$ cat config.mk
export PLATFORM = sky130hd
export DESIGN_NAME = keypad_entry
export DESIGN_NICKNAME = d
export VERILOG_FILES = /design/src/rtl/keypad_entry_pkg.sv /design/src/rtl/keypad_entry_encoder.sv /design/src/rtl/keypad_entry.sv
export SDC_FILE = /design/constraint.sdc
export NUM_CORES = 1
export LEC_CHECK = 0
export ABC_AREA = 1
export CORE_MARGIN = 8
export CORE_UTILIZATION = 51
export CTS_CLUSTER_DIAMETER = 80
export DETAILED_ROUTE_END_ITERATION = 8
export GPL_TIMING_DRIVEN = 0
export HOLD_SLACK_MARGIN = 0.08
export PLACE_DENSITY = 0.85
export SYNTH_ARGS = -nofsm -noshare
export SYNTH_HDL_FRONTEND = slang
export SYNTH_SLANG_ARGS = --single-unit
$ cat constraint.sdc
create_clock -name i_clk -period 5.8 [get_ports i_clk]
set_input_delay 0.58 -clock i_clk [delete_from_list [all_inputs] [get_ports i_clk]]
set_output_delay 0.58 -clock i_clk [all_outputs]
set_load 0.01 [all_outputs]
$ cat src/rtl/keypad_entry_pkg.sv
// rtl/keypad_entry_pkg.sv - shared keypad/timer definitions: FSM states, key count, BCD width
package keypad_entry_pkg;

    localparam int NUM_KEYS = 10;
    localparam int BCD_W    = 4;

    // Encodings are shared with the countdown stage, so keep them fixed.
    typedef enum logic [1:0] {
        ST_IDLE     = 2'd0,
        ST_DEBOUNCE = 2'd1,
        ST_WAIT_REL = 2'd2
    } state_t;

endpackage

$ cat src/rtl/keypad_entry_encoder.sv
// rtl/keypad_entry_encoder.sv - combinational one-hot keypad to BCD encoder
//
// Ports:
//   i_keys        in   NUM_KEYS  synchronised key lines, bit i = digit i
//   o_code        out  BCD_W     index of the highest set bit (valid when o_is_one_hot)
//   o_is_one_hot  out  1         exactly one key is down
//   o_is_zero     out  1         no key is down
module keypad_entry_encoder
    import keypad_entry_pkg::*;
(
    input  logic [NUM_KEYS-1:0] i_keys,
    output logic [BCD_W-1:0]    o_code,
    output logic                o_is_one_hot,
    output logic                o_is_zero
);

    logic [3:0] w_count;

    always_comb begin
        o_code  = '0;
        w_count = '0;
        for (int i = 0; i < NUM_KEYS; i++) begin
            if (i_keys[i]) begin
                o_code  = BCD_W'(i);
                w_count = w_count + 4'd1;
            end
        end
        o_is_one_hot = (w_count == 4'd1);
        o_is_zero    = (i_keys == '0);
    end

endmodule

$ cat src/rtl/keypad_entry.sv
// rtl/keypad_entry.sv - keypad sync/debounce, BCD encode and 3-digit M:SS entry buffer
//
// Ports:
//   i_clk          in   1   system clock, rising edge
//   i_clearn       in   1   synchronous active-low reset
//   i_keypad       in   10  raw key lines, asynchronous to i_clk
//   i_entry_en     in   1   1 = accepted digits shift into the buffer
//   i_clr_entry    in   1   clears the buffer to 0:00 (wins over a same-cycle shift)
//   o_digit_valid  out  1   one-cycle pulse per accepted press
//   o_digit        out  4   BCD of last accepted key, held
//   o_minutes      out  4   buffer digit 2
//   o_sec_tens     out  4   buffer digit 1
//   o_sec_units    out  4   buffer digit 0
//   o_time_valid   out  1   buffer != 0:00 and sec_tens <= 5 (registered)
//   o_multi_key    out  1   one-cycle pulse when more than one key is seen in IDLE
module keypad_entry
    import keypad_entry_pkg::*;
#(
    parameter int DEBOUNCE_CYCLES = 3,
    parameter int RELEASE_CYCLES  = 3,
    parameter int CNT_W           = 4
) (
    input  logic                i_clk,
    input  logic                i_clearn,
    input  logic [NUM_KEYS-1:0] i_keypad,
    input  logic                i_entry_en,
    input  logic                i_clr_entry,
    output logic                o_digit_valid,
    output logic [BCD_W-1:0]    o_digit,
    output logic [BCD_W-1:0]    o_minutes,
    output logic [BCD_W-1:0]    o_sec_tens,
    output logic [BCD_W-1:0]    o_sec_units,
    output logic                o_time_valid,
    output logic                o_multi_key
);

    logic [NUM_KEYS-1:0] r_sync1;
    logic [NUM_KEYS-1:0] r_keypad_s;

    state_t              r_state;
    state_t              w_state_nxt;
    logic [CNT_W-1:0]    r_cnt;
    logic [CNT_W-1:0]    w_cnt_nxt;
    logic [CNT_W-1:0]    w_cnt_inc;
    logic [NUM_KEYS-1:0] r_cap;
    logic [NUM_KEYS-1:0] w_cap_nxt;
    logic                w_accept;
    logic                w_multi;

    logic [BCD_W-1:0]    w_code;
    logic                w_one_hot;
    logic                w_is_zero;

    logic                r_digit_valid;
    logic [BCD_W-1:0]    r_digit;
    logic [BCD_W-1:0]    r_minutes;
    logic [BCD_W-1:0]    r_sec_tens;
    logic [BCD_W-1:0]    r_sec_units;
    logic                r_time_valid;
    logic                r_multi_key;

    keypad_entry_encoder u_encoder (
        .i_keys       (r_keypad_s),
        .o_code       (w_code),
        .o_is_one_hot (w_one_hot),
        .o_is_zero    (w_is_zero)
    );

    assign w_cnt_inc = r_cnt + CNT_W'(1);

    always_ff @(posedge i_clk) begin
        if (!i_clearn) begin
            r_sync1    <= '0;
            r_keypad_s <= '0;
            r_state    <= ST_IDLE;
            r_cnt      <= '0;
            r_cap      <= '0;
        end else begin
            r_sync1    <= i_keypad;
            r_keypad_s <= r_sync1;
            r_state    <= w_state_nxt;
            r_cnt      <= w_cnt_nxt;
            r_cap      <= w_cap_nxt;
        end
    end

    always_comb begin
        w_state_nxt = r_state;
        w_cnt_nxt   = r_cnt;
        w_cap_nxt   = r_cap;
        w_accept    = 1'b0;
        w_multi     = 1'b0;
        case (r_state)
            ST_IDLE: begin
                if (!w_is_zero) begin
                    if (w_one_hot) begin
                        w_cap_nxt   = r_keypad_s;
                        w_cnt_nxt   = CNT_W'(1);
                        w_state_nxt = ST_DEBOUNCE;
                    end else begin
                        w_multi     = 1'b1;
                        w_cnt_nxt   = '0;
                        w_state_nxt = ST_WAIT_REL;
                    end
                end
            end
            ST_DEBOUNCE: begin
                // Any change from the captured pattern (bounce or a second key) aborts the press.
                if (r_keypad_s == r_cap) begin
                    if (r_cnt == CNT_W'(DEBOUNCE_CYCLES)) begin
                        w_accept    = 1'b1;
                        w_cnt_nxt   = '0;
                        w_state_nxt = ST_WAIT_REL;
                    end else begin
                        w_cnt_nxt = w_cnt_inc;
                    end
                end else begin
                    w_cnt_nxt   = '0;
                    w_state_nxt = ST_IDLE;
                end
            end
            ST_WAIT_REL: begin
                // Release must be continuous; any key activity restarts the count.
                if (!w_is_zero) begin
                    w_cnt_nxt = '0;
                end else if (w_cnt_inc == CNT_W'(RELEASE_CYCLES)) begin
                    w_cnt_nxt   = '0;
                    w_state_nxt = ST_IDLE;
                end else begin
                    w_cnt_nxt = w_cnt_inc;
                end
            end
            default: begin
                w_cnt_nxt   = '0;
                w_state_nxt = ST_IDLE;
            end
        endcase
    end

    always_ff @(posedge i_clk) begin
        if (!i_clearn) begin
            r_digit_valid <= 1'b0;
            r_digit       <= '0;
            r_minutes     <= '0;
            r_sec_tens    <= '0;
            r_sec_units   <= '0;
            r_time_valid  <= 1'b0;
            r_multi_key   <= 1'b0;
        end else begin
            r_digit_valid <= w_accept;
            r_multi_key   <= w_multi;
            if (w_accept) begin
                r_digit <= w_code;
            end
            if (i_clr_entry) begin
                r_minutes   <= '0;
                r_sec_tens  <= '0;
                r_sec_units <= '0;
            end else if (w_accept && i_entry_en) begin
                r_minutes   <= r_sec_tens;
                r_sec_tens  <= r_sec_units;
                r_sec_units <= w_code;
            end
            // Judged on the current buffer, so it trails a buffer change by one cycle.
            r_time_valid <= ({r_minutes, r_sec_tens, r_sec_units} != '0) &&
                            (r_sec_tens <= BCD_W'(5));
        end
    end

    assign o_digit_valid = r_digit_valid;
    assign o_digit       = r_digit;
    assign o_minutes     = r_minutes;
    assign o_sec_tens    = r_sec_tens;
    assign o_sec_units   = r_sec_units;
    assign o_time_valid  = r_time_valid;
    assign o_multi_key   = r_multi_key;

endmodule

==> results.md <==
- Main combinational cell family by area after synthesis: simple AND/OR/NAND/NOR gates
- Die Span X: 94.3 microns
- Hold worst-path end: r_keypad_s[4]$_SDFF_PN0_
- CP max stage delay: 380 ps
- Worst-path maximum fanout: 5
- Place WS: -253 ps
- Global route overflow: 0
- Fmax: 183 MHz
- Cells after Synth: 445
- Power Dens Cells: 258 nW/um^2
- R2R Path Start: r_keypad_s[1]$_SDFF_PN0_
- I/O Pins: 33
- Clk_skew: 8.84 ps
- Synth-to-layout area growth: 21.5%
- Worst path most repeated cell: nand2_2
- Final GP Congestion: 0.911
- Leakage: 1.84 nW
- Hold Path Depth: 2
- Nets: 518
- Status: finished clean
- Hold Vio Cnt, Final: 0
- CP required: 6000 ps
- Post-route ant nets: 0
- Final Slew Violations: 0
- Worst VDD drop: 0.175 mV
- Synth Area in XOR/XNOR: 2.40%
- WP data arrival: 5670 ps
- Clk sinks: 55
- First-pass GRT wire length: 11200 microns
- Total Wirelength: 6730 microns
- Row Count: 28
- Syn Area/Cell: 7.03 sq um
- Root buffer cell: clkbuf_8
- Final Non-Filler Cells: 568
- CP endpoint kind: flop
- Die Y: 94.3 microns
- Setup violators final: 0
- Initial core utilization: 52.9%
- ANT cells: 0
- Final Util: 64.2%
- Overall power: 980 uW
- Drt via density: 5.02
- Number of flops mapped to enable cells by yosys: 0
- Clock-pin transition on the worst setup and hold timing paths: 90 ps
- Least-Margin Pin Slew: 471 ps
- CTS tree: built
- Die outline area: 8900 sq um
- WS Path Type: flop to flop
- Worst reg2reg setup slack: 340 ps
- Filler cells: 502
- Clock Path Buffers: 2
- Synth Register Bits: 55
- Layout cells sized above 1: 16.4%
- Post-synthesis sequential area ratio: 35.2%
- Initial drt markers: 185
- Port Buffer Count: 32
- Commonest non-fill, non-tap cells in the layout: nand2_1 (98), inv_1 (74), dfxtp_1 (53)
- Largest net degree at the start of global routing: 17
- Cts bufs inserted: 5
- Synthesized Nets: 471
- Core area: 5920 sq um
- Max-cap violations: 0
- Initial antenna violation count: 0
- Synth Area in Simple Gates: 36.0%
- Vias: 2851
- Yosys warning count: 0
- Synth Cell Area: 3130 sq um
- Vias in the first global route: 2664
- Clock latency on the worst-skew pair: 310 ps
- Drt wl/cell: 11.8 microns
- Hold Path Origin: r_sync1[4]$_SDFF_PN0_
- Slowest CP cell: dfxtp_4
- Adder-Cell Fraction of Synth Area: 4.80%
- Htree depth: 2
- Residual DRC count: 0
- DP HPWL: 5100 microns
- Depth of the most critical reg-to-reg path: 36
- Min Clock Period, post-route: 5460 ps
- Mux contribution to synthesized area: 0%
- Crit path setup slack, layout: 337 ps
- Distinct cells, synth: 39
- Worst min path class: flop to flop
- Fin crit share: 94.2%
- Reg-to-Reg End: r_cap[0]$_SDFFE_PN0P_
- Placed cells: 552
- Most common cell after layout, fill and taps aside: nand2_1
- CP startpoint kind: flop
- Max transition margin: 68.6%
- Drt pass-1 iters: 4
- Compound-Gate Fraction of Synth Area: 9.51%
- Total track usage: 15.1%
- Async set or reset register ratio after synthesis: 0%
- Most used flip-flop cell after synthesis: dfxtp_1
logic make-up after synthesis:
kind of cell | count (synthesis)
compound gates | 54
fa+ha+maj | 12
simple gates | 225
xor+xnor | 7
buf+inv | 92
flops | 55
layer usage:
metal / vias up / global-route usage [%] / share of wire (%)
met5: - / 0 / 0
met4: 0 / 5.55 / 1.4
met3: 9 / 2.14 / 4.0
met2: 71 / 27.1 / 50
met1: 1286 / 17.8 / 44
li1: 1485 / - / -
power breakdown:
| part | internal [mW] | switching [mW] | leakage, nW |
|---|---|---|---|
| Sequential | 0.405 | 0.0204 | 0.450 |
| Combinational | 0.107 | 0.156 | 1.33 |
| Clock | 0.172 | 0.119 | 0.0654 |
| Total | 0.684 | 0.296 | 1.84 |
cell type report:
cell class | instances | area, sq um | share of cell area, %
clock buffers | 6 | 72.6 | 1.91
plain buffers | 11 | 73.8 | 1.94
clock inverters | 2 | 60.1 | 1.58
multi-input cells | 298 | 1710 | 45.0
repair buffers | 40 | 378 | 9.94
flip-flops and latches | 55 | 1110 | 29.1
inverters | 81 | 307 | 8.06
well taps | 75 | 93.8 | 2.47
critical path: cells and delay by family, from the launching register on:
kind,cells,cell delay (ps)
xor+xnor,2,300
simple gates,18,2130
fa+ha+maj,8,1950
buf+inv,6,510
flops,1,380
compound gates,2,120
worst max-delay path by stage:
stage / startpoint / slack (ps) / to
after floorplan: r_keypad_s[1]$_SDFF_PN0_ / 260 / r_cap[4]$_SDFFE_PN0P_
after global placement: r_keypad_s[1]$_SDFF_PN0_ / -60 / r_cap[0]$_SDFFE_PN0P_
after detailed placement: r_keypad_s[1]$_SDFF_PN0_ / -250 / r_cap[8]$_SDFFE_PN0P_
after CTS: r_keypad_s[1]$_SDFF_PN0_ / 30 / r_cap[8]$_SDFFE_PN0P_
after global routing: r_keypad_s[1]$_SDFF_PN0_ / -10 / r_cap[8]$_SDFFE_PN0P_
final: r_keypad_s[1]$_SDFF_PN0_ / 340 / r_cap[0]$_SDFFE_PN0P_
per-stage QoR:
step / area (sq um) / hold WS (ps) / TNS (ps)
after floorplan: 3130 / 390 / 0
after global placement: 3540 / 394 / -357
after detailed placement: 3540 / 398 / -2280
after CTS: 3690 / 420 / 0
after global routing: 3800 / 435 / -22.5
final: 3800 / 411 / 0
flip-flops by register name, indices dropped and copies added, names as in the netlist:
| register | cells |
|---|---|
| r_sync1 | 10 |
| o_minutes | 4 |
| o_digit | 4 |
| r_cnt | 4 |
| o_time_valid | 1 |
| r_state | 2 |
| o_multi_key | 1 |
| o_sec_units | 4 |
| o_sec_tens | 4 |
| r_cap | 10 |
| o_digit_valid | 1 |
| r_keypad_s | 10 |
synth_stat cells, types with 6 or more instances:
cell,n,area (sq um)
o21ai_1,6,30.0
nand3_2,9,90.1
nand2_1,104,390
nand4_1,6,37.5
inv_1,77,289
a21oi_1,19,95.1
o21ai_0,18,90.1
nand2_2,17,106
nand3_1,21,105
ha_1,12,150
nor2_1,39,146
dfxtp_1,55,1100
what timing repair did:
item,4_1_cts,5_1_grt
setup endpoints to repair,14,14
gates cloned,0,1
gates resized for setup,5,12
pin swaps,2,7
setup buffers,0,7
hold buffers,0,0
(Power assumes the default switching activity.)
